**src/rtl/mode_counter_if.sv**
```systemverilog
// Control/status bundle for mode_counter: step controls in, count and flags out.
interface mode_counter_if #(
    parameter int Width = 8
);
    logic             enable;
    logic             up;
    logic [1:0]       mode;
    logic [Width-1:0] limit;
    logic             load;
    logic [Width-1:0] load_value;
    logic             start;
    logic [Width-1:0] count;
    logic             tc;
    logic             busy;

    modport master (
        output enable, up, mode, limit, load, load_value, start,
        input  count, tc, busy
    );

    modport slave (
        input  enable, up, mode, limit, load, load_value, start,
        output count, tc, busy
    );
endinterface

```
**src/rtl/mode_counter.sv**
```systemverilog
// Up/down counter with wrap, saturate, one-shot and hold modes plus a
// registered terminal-count flag; the one-shot run is a two-state FSM.
module mode_counter #(
    parameter int Width = 8
) (
    input  logic           clk,
    input  logic           reset,
    mode_counter_if.slave  bus
);
    localparam logic [1:0] MODE_WRAP = 2'b00;
    localparam logic [1:0] MODE_SAT  = 2'b01;
    localparam logic [1:0] MODE_ONE  = 2'b10;
    localparam logic [Width-1:0] ONE = Width'(1);

    typedef enum logic {IDLE = 1'b0, RUN = 1'b1} state_e;

    state_e           state_q, state_d;
    logic [Width-1:0] count_q, count_d;
    logic             tc_q, tc_d;
    logic             term;

    // Non-terminal step in the selected direction, modulo 2^Width.
    function automatic logic [Width-1:0] step_val(input logic [Width-1:0] c,
                                                   input logic dir_up);
        return dir_up ? c + ONE : c - ONE;
    endfunction

    // Count above limit while counting up is treated as terminal.
    assign term = bus.up ? (count_q >= bus.limit) : (count_q == '0);

    always_ff @(posedge clk) begin
        if (reset) begin
            state_q <= IDLE;
            count_q <= '0;
            tc_q    <= 1'b0;
        end else begin
            state_q <= state_d;
            count_q <= count_d;
            tc_q    <= tc_d;
        end
    end

    always_comb begin
        state_d = state_q;
        count_d = count_q;
        tc_d    = 1'b0;

        if (bus.load) begin
            count_d = bus.load_value;
        end else begin
            unique case (bus.mode)
                MODE_WRAP: begin
                    if (bus.enable) begin
                        if (term) begin
                            count_d = bus.up ? '0 : bus.limit;
                            tc_d    = 1'b1;
                        end else begin
                            count_d = step_val(count_q, bus.up);
                        end
                    end
                end
                MODE_SAT: begin
                    if (bus.enable) begin
                        if (term) tc_d = 1'b1;
                        else      count_d = step_val(count_q, bus.up);
                    end
                end
                MODE_ONE: begin
                    if (state_q == IDLE) begin
                        if (bus.start) begin
                            count_d = bus.up ? '0 : bus.limit;
                            state_d = RUN;
                        end
                    end else if (bus.enable) begin
                        if (term) begin
                            tc_d    = 1'b1;
                            state_d = IDLE;
                        end else begin
                            count_d = step_val(count_q, bus.up);
                        end
                    end
                end
                default: ;
            endcase
        end

        // The one-shot FSM only lives while mode selects it.
        if (bus.mode != MODE_ONE) state_d = IDLE;
    end

    assign bus.count = count_q;
    assign bus.tc    = tc_q;
    assign bus.busy  = (state_q == RUN);
endmodule

```
**src/flat_wrapper.sv**
```systemverilog
// flat-port wrapper written by rule: the top's interface ports become plain ports
module mode_counter_flat 
#(
    parameter int Width = 8
)
  (clk, reset, bus_enable, bus_up, bus_mode, bus_limit, bus_load, bus_load_value, bus_start, bus_count, bus_tc, bus_busy);
  mode_counter_if #(.Width(Width)) bus_i ();
  input  logic clk;
  input  logic reset;
  input wire logic [$bits(bus_i.enable)-1:0] bus_enable;
  input wire logic [$bits(bus_i.up)-1:0] bus_up;
  input wire logic [$bits(bus_i.mode)-1:0] bus_mode;
  input wire logic [$bits(bus_i.limit)-1:0] bus_limit;
  input wire logic [$bits(bus_i.load)-1:0] bus_load;
  input wire logic [$bits(bus_i.load_value)-1:0] bus_load_value;
  input wire logic [$bits(bus_i.start)-1:0] bus_start;
  output wire logic [$bits(bus_i.count)-1:0] bus_count;
  output wire logic [$bits(bus_i.tc)-1:0] bus_tc;
  output wire logic [$bits(bus_i.busy)-1:0] bus_busy;
  assign bus_i.enable = bus_enable;
  assign bus_i.up = bus_up;
  assign bus_i.mode = bus_mode;
  assign bus_i.limit = bus_limit;
  assign bus_i.load = bus_load;
  assign bus_i.load_value = bus_load_value;
  assign bus_i.start = bus_start;
  assign bus_count = bus_i.count;
  assign bus_tc = bus_i.tc;
  assign bus_busy = bus_i.busy;
  mode_counter #(.Width(Width)) u_core (.clk(clk), .reset(reset), .bus(bus_i));
endmodule
```
**config.mk**
```make
export PLATFORM = sky130hd
export DESIGN_NAME = mode_counter_flat
export DESIGN_NICKNAME = d
export VERILOG_FILES = /design/src/rtl/mode_counter_if.sv /design/src/rtl/mode_counter.sv /design/src/flat_wrapper.sv
export SDC_FILE = /design/constraint.sdc
export NUM_CORES = 1
export LEC_CHECK = 0
export ABC_AREA = 0
export CELL_PAD_IN_SITES_DETAIL_PLACEMENT = 1
export CELL_PAD_IN_SITES_GLOBAL_PLACEMENT = 2
export CORE_MARGIN = 2
export CORE_UTILIZATION = 29
export DETAILED_ROUTE_END_ITERATION = 12
export GPL_ROUTABILITY_DRIVEN = 0
export GPL_TIMING_DRIVEN = 0
export HOLD_SLACK_MARGIN = 0.02
export PLACE_DENSITY = 0.82
export SKIP_CTS_REPAIR_TIMING = 1
export SLEW_MARGIN = 20
export SYNTH_ARGS = -nofsm -noshare
export SYNTH_HDL_FRONTEND = slang
export SYNTH_SLANG_ARGS = --single-unit
```
**constraint.sdc**
```tcl
create_clock -name clk -period 3.3 [get_ports clk]
set_input_delay 0.825 -clock clk [delete_from_list [all_inputs] [get_ports clk]]
set_output_delay 0.825 -clock clk [all_outputs]
set_load 0.03 [all_outputs]
```
# Word-level counts from Yosys, hierarchy flattened
# Index checks and enable logic that the tools add are counted.
[totals]
out_inout_bits = 10
elab_cells = 39
reg_bits = 10
input_bits = 24
[op_classes]
n_bitwise = 1
addsub = 2
order_cmp = 1
mux = 19
n_eq_ne = 5
reduce_logical = 8
[ops]
columns = ["operator", "count"]
rows = [
  ["$mux 8", 9],
  ["$pmux 8 s3", 1],
  ["$add 8x1->8 const B", 1],
  ["$ge 8x8->1", 1],
  ["$logic_not 8->1", 1],
  ["$mux 1", 8],
  ["$sub 8x1->8 const B", 1],
  ["$reduce_or 2->1", 3],
  ["$ne 4x3->1 const B", 1],
  ["$reduce_bool 4->1", 1],
  ["$ne 3x3->1 const B", 1],
  ["$reduce_and 3->1", 1],
  ["$eq 2x1->1 const B", 1],
  ["$eq 2x2->1 const B", 1],
  ["$logic_not 2->1", 1],
  ["$ne 2x2->1 const B", 1],
  ["$pmux 1 s2", 1],
  ["$reduce_and 2->1", 1],
  ["$not 1->1", 1],
]

# Logic depth before layout (Yosys ltp)
[logic_depth]
word_depth = 7
ltp_mapped = 10
depth_no_buf = 8

# Worst setup path before layout
# Ideal clock, no wire load.
[synth_path]
path_type = "in2reg"
from = "in bus_up"
to = "reg u_core.count_q[6], in the netlist u_core.bus.count[6]"
arrival_time_ns = 2.789
setup_slack_ns = 0.441
required_time_ns = 3.230
path_stages = 9
path_cell_list = "buf_4 -> inv_1 -> ha_1 -> nor2b_4 -> o31a_1 -> or4b_1 -> a32oi_1 -> o221ai_1 -> a21oi_1"
[synth_via]
elab_chain_cells = 6
word_cells_on_any_way = 11
[synth_rtl]
columns = ["item", "line", "source"]
rows = [
  ["from (decl)", "flat_wrapper.sv:11", "input wire logic [$bits(bus_i.up)-1:0] bus_up;"],
  ["$mux 8 / $mux 1 (equally long branches)", "mode_counter.sv:25, mode_counter.sv:29", ""],
  ["$mux 8", "mode_counter.sv:64, mode_counter.sv:75", ""],
  ["$mux 8", "mode_counter.sv:74", "end else if (bus.enable) begin"],
  ["$mux 8", "mode_counter.sv:69", "if (state_q == IDLE) begin"],
  ["$pmux 8 s3 *", "mode_counter.sv:51", "unique case (bus.mode)"],
  ["$mux 8 *", "mode_counter.sv:48", "if (bus.load) begin"],
  ["to (signal assigned)", "mode_counter.sv:38", "count_q <= count_d;"],
  ["to (decl)", "mode_counter.sv:18", "logic [Width-1:0] count_q, count_d;"],
]
# Every way passes the cells marked *; elsewhere a longest branch is shown, timed or not. The select of a mux whose other input is x is not followed.
# A chain may end at the register's enable or synchronous reset.

# Final worst setup path
[layout_path]
from = "in bus_limit[4]"
to = "reg u_core.count_q[3], in the netlist u_core.bus.count[3]"
[layout_via]
elab_chain_cells = 7
word_cells_on_any_way = 9
[layout_rtl]
columns = ["item", "line", "source"]
rows = [
  ["from (decl)", "flat_wrapper.sv:13", "input wire logic [$bits(bus_i.limit)-1:0] bus_limit;"],
  ["$ge 8x8->1 *", "mode_counter.sv:29", "assign term = bus.up ? (count_q >= bus.limit) : (count_q == '0);"],
  ["$mux 1 *", "mode_counter.sv:29", ""],
  ["$mux 8 (3 in a row)", "--", ""],
  ["$pmux 8 s3 *", "mode_counter.sv:51", ""],
  ["$mux 8 *", "mode_counter.sv:48", ""],
]
# Marks and branches as above.

==> out/results.tsv <==
metric	value	unit
Critical Path Start Type	input pin	
period utilization	94.2	%
TritonCTS Buffers	3	
unrepaired setup endpoints after global routing	false	
min Tclk post-route	3.11	ns
Ys Warns	0	
Synth top area share	13.5	%
most frequent cell after synthesis	a21oi_1	
sequential power share	22.3	%
CP Class	in -> reg	
net switching power figure	0.299	mW
vias in the first global route	1855	
H-tree depth	1	
I/O Buffers	33	
measured slew at the worst slew-check pin	0.577	ns
Mapped Avg Cell Area	7.25	sq um
total wire length	6300	um
Yosys cell types	55	
later-pin clock latency in the skew report	0.24	ns
CTS tree	done	
endpoints failing hold	0	
floorplan row count	27	
Core Util, Final	40.4	%
initial antenna violation count	0	
I/O pin total	34	
EDFF count, synth	0	
first-pass GRT wire length	9910	um
FF-to-FF setup slack	0.73	ns
fraction of layout cells with a size suffix above 1	10.7	%
worst r2r src	u_core.bus.count[0]	
Peak Freq	322	MHz
DRC	0	
relative slew slack	61.3	%
Via density	5.60	
total power	0.705	mW
switching share of power	42.4	%
total gr overflow	0	
via count	1926	
P&R area growth vs syn	34.1	%
Die Wd	79.8	um
sequential share of the synthesized area	12.0	%
WHS Endpoint	u_core.bus.count[6]	
Post-DRT Antenna Nets	0	
Slew Viols, Final	0	
worst reg2reg path endpoint	u_core.bus.count[3]	
total track usage	20.1	%
worst hold slack	0.762	ns
Root Buffer	clkbuf_8	
cells on worst reg2reg path	9	
post-synth top area cell	ha_1	
CP max FO	7	
Critical Path AT	3.24	ns
Clock power frac	23.2	%
Synth Flop Type	dfxtp_1	
diode count	0	
crit path capture type	register	
CTS clk-pin slew, worst paths	0.05	ns
HP Class	reg -> reg	
clock sinks	10	
Seq cells post-synth	10	
Clock Path Buffers	2	
combinational share of power	54.5	%
NumNets Final	316	
hpwl dp	4740	um
First-pass DRT Iterations	4	
peak supply drop	0.000134	V
P_leak	0.880	nW
Initial Util	30.1	%
Synth area leaders	ha_1 (14%), dfxtp_1 (12%), a21oi_1 (8.4%)	
1st-iter DRT viols	52	
Worst Path Required	3.43	ns
Hold Path Depth	2	
Post-Synthesis Cell Area	0.00167	sq mm
TNS Setup	0	ns
Clock Skew	0.00102	ns
max cap viols	0	
min-delay src	u_core.bus.count[6]	
final-report setup violation count	0	
largest net degree at the start of global routing	13	
Core Box Area	0.00554	sq mm
run status	complete, no violations	
die area	0.00637	sq mm
Mapped Nets	273	
PwrDens	315	mW/mm^2
asr flop ratio synth	0	%
Post-Synthesis Cells	230	
DIE HEIGHT	79.8	um
post-DR wirelength/cell	18.3	um
Synth top cells by count	a21oi_1 (28), ha_1 (18), inv_1 (16), nor2_1 (16), nand2_1 (15)	
P_int	0.406	mW
[placed cells by master (no fill, tap or decap), types with 7 or more instances in the layout]
cell	count
ha_1	16
nand2_1	15
nor2_1	16
clkdlybuf4s50_1	32
o21ai_0	11
a211oi_1	7
dfxtp_1	10
inv_1	15
a21oi_1	28
nor2b_1	7
[power by group through the flow]
stage | Combinational, mW | Sequential [mW] | Clock [mW]
after CTS | 0.365 | 0.157 | 0.167
after global routing | 0.419 | 0.160 | 0.172
final | 0.384 | 0.157 | 0.164
after detailed placement | 0.363 | 0.159 | 0
after floorplan | 0.223 | 0.168 | 0
after global placement | 0.360 | 0.159 | 0
[state kept, by name, summed over array words and instances, names as in the netlist]
signal / count
u_core.bus.tc: 1
u_core.bus.busy: 1
u_core.bus.count: 8
[stage by stage]
| step | std cells | setup WS (ns) | instance area, sq um |
|---|---|---|---|
| 3_5_place_dp | 335 | -0.386 | 2090 |
| 5_1_grt | 344 | 0.0597 | 2240 |
| 3_3_place_gp | 335 | -0.397 | 2090 |
| 2_1_floorplan | 230 | 0.441 | 1670 |
| 4_1_cts | 339 | -0.124 | 2140 |
| 6_report | 344 | 0.191 | 2240 |
[worst max path at each step]
| stage | startpoint | endpoint | cells after the start |
|---|---|---|---|
| after floorplan | bus_up | u_core.bus.count[6] | 9 |
| after global placement | bus_up | u_core.bus.count[6] | 10 |
| after detailed placement | bus_up | u_core.bus.count[6] | 10 |
| after CTS | bus_up | u_core.bus.count[6] | 10 |
| after global routing | bus_limit[3] | u_core.bus.count[3] | 10 |
| final | bus_limit[4] | u_core.bus.count[3] | 8 |
[logic make-up after synthesis]
group | count (synthesis) | synth area share [%]
simple gates | 79 | 27.0
fa+ha+maj | 19 | 14.7
buf+inv | 29 | 7.28
flops | 10 | 12.0
mux | 2 | 1.20
xor+xnor | 4 | 2.10
compound gates | 87 | 35.7
[layout make-up]
| type | instances | area (sq um) |
|---|---|---|
| fill | 712 | 3300 |
| tap | 72 | 90.1 |
| clock buffer | 4 | 55.1 |
| buffer | 12 | 61.3 |
| multi-input combinational | 191 | 1380 |
| sequential | 10 | 200 |
| inverter | 16 | 63.8 |
| timing repair buffer | 39 | 390 |
[routing by layer]
| metal | up-vias | part of all wire, % | wire [um] | global-route usage, % |
|---|---|---|---|---|
| li1 | 958 | - | - | - |
| met1 | 920 | 51 | 3240 | 30.3 |
| met2 | 42 | 44 | 2780 | 30.5 |
| met3 | 6 | 3.7 | 232 | 2.94 |
| met4 | 0 | 0.79 | 50 | 3.56 |
| met5 | - | 0 | 0 | 0 |
[worst max-delay path, cell delays in order]
cell and delay [ns]:
clkdlybuf4s50_1 0.60, inv_1 0.08, ha_1 0.28, o2111ai_1 0.15
and4b_1 0.26, a211oi_4 0.44, nor2_1 0.24, a311o_1 0.36
(Power assumes the default switching activity.)
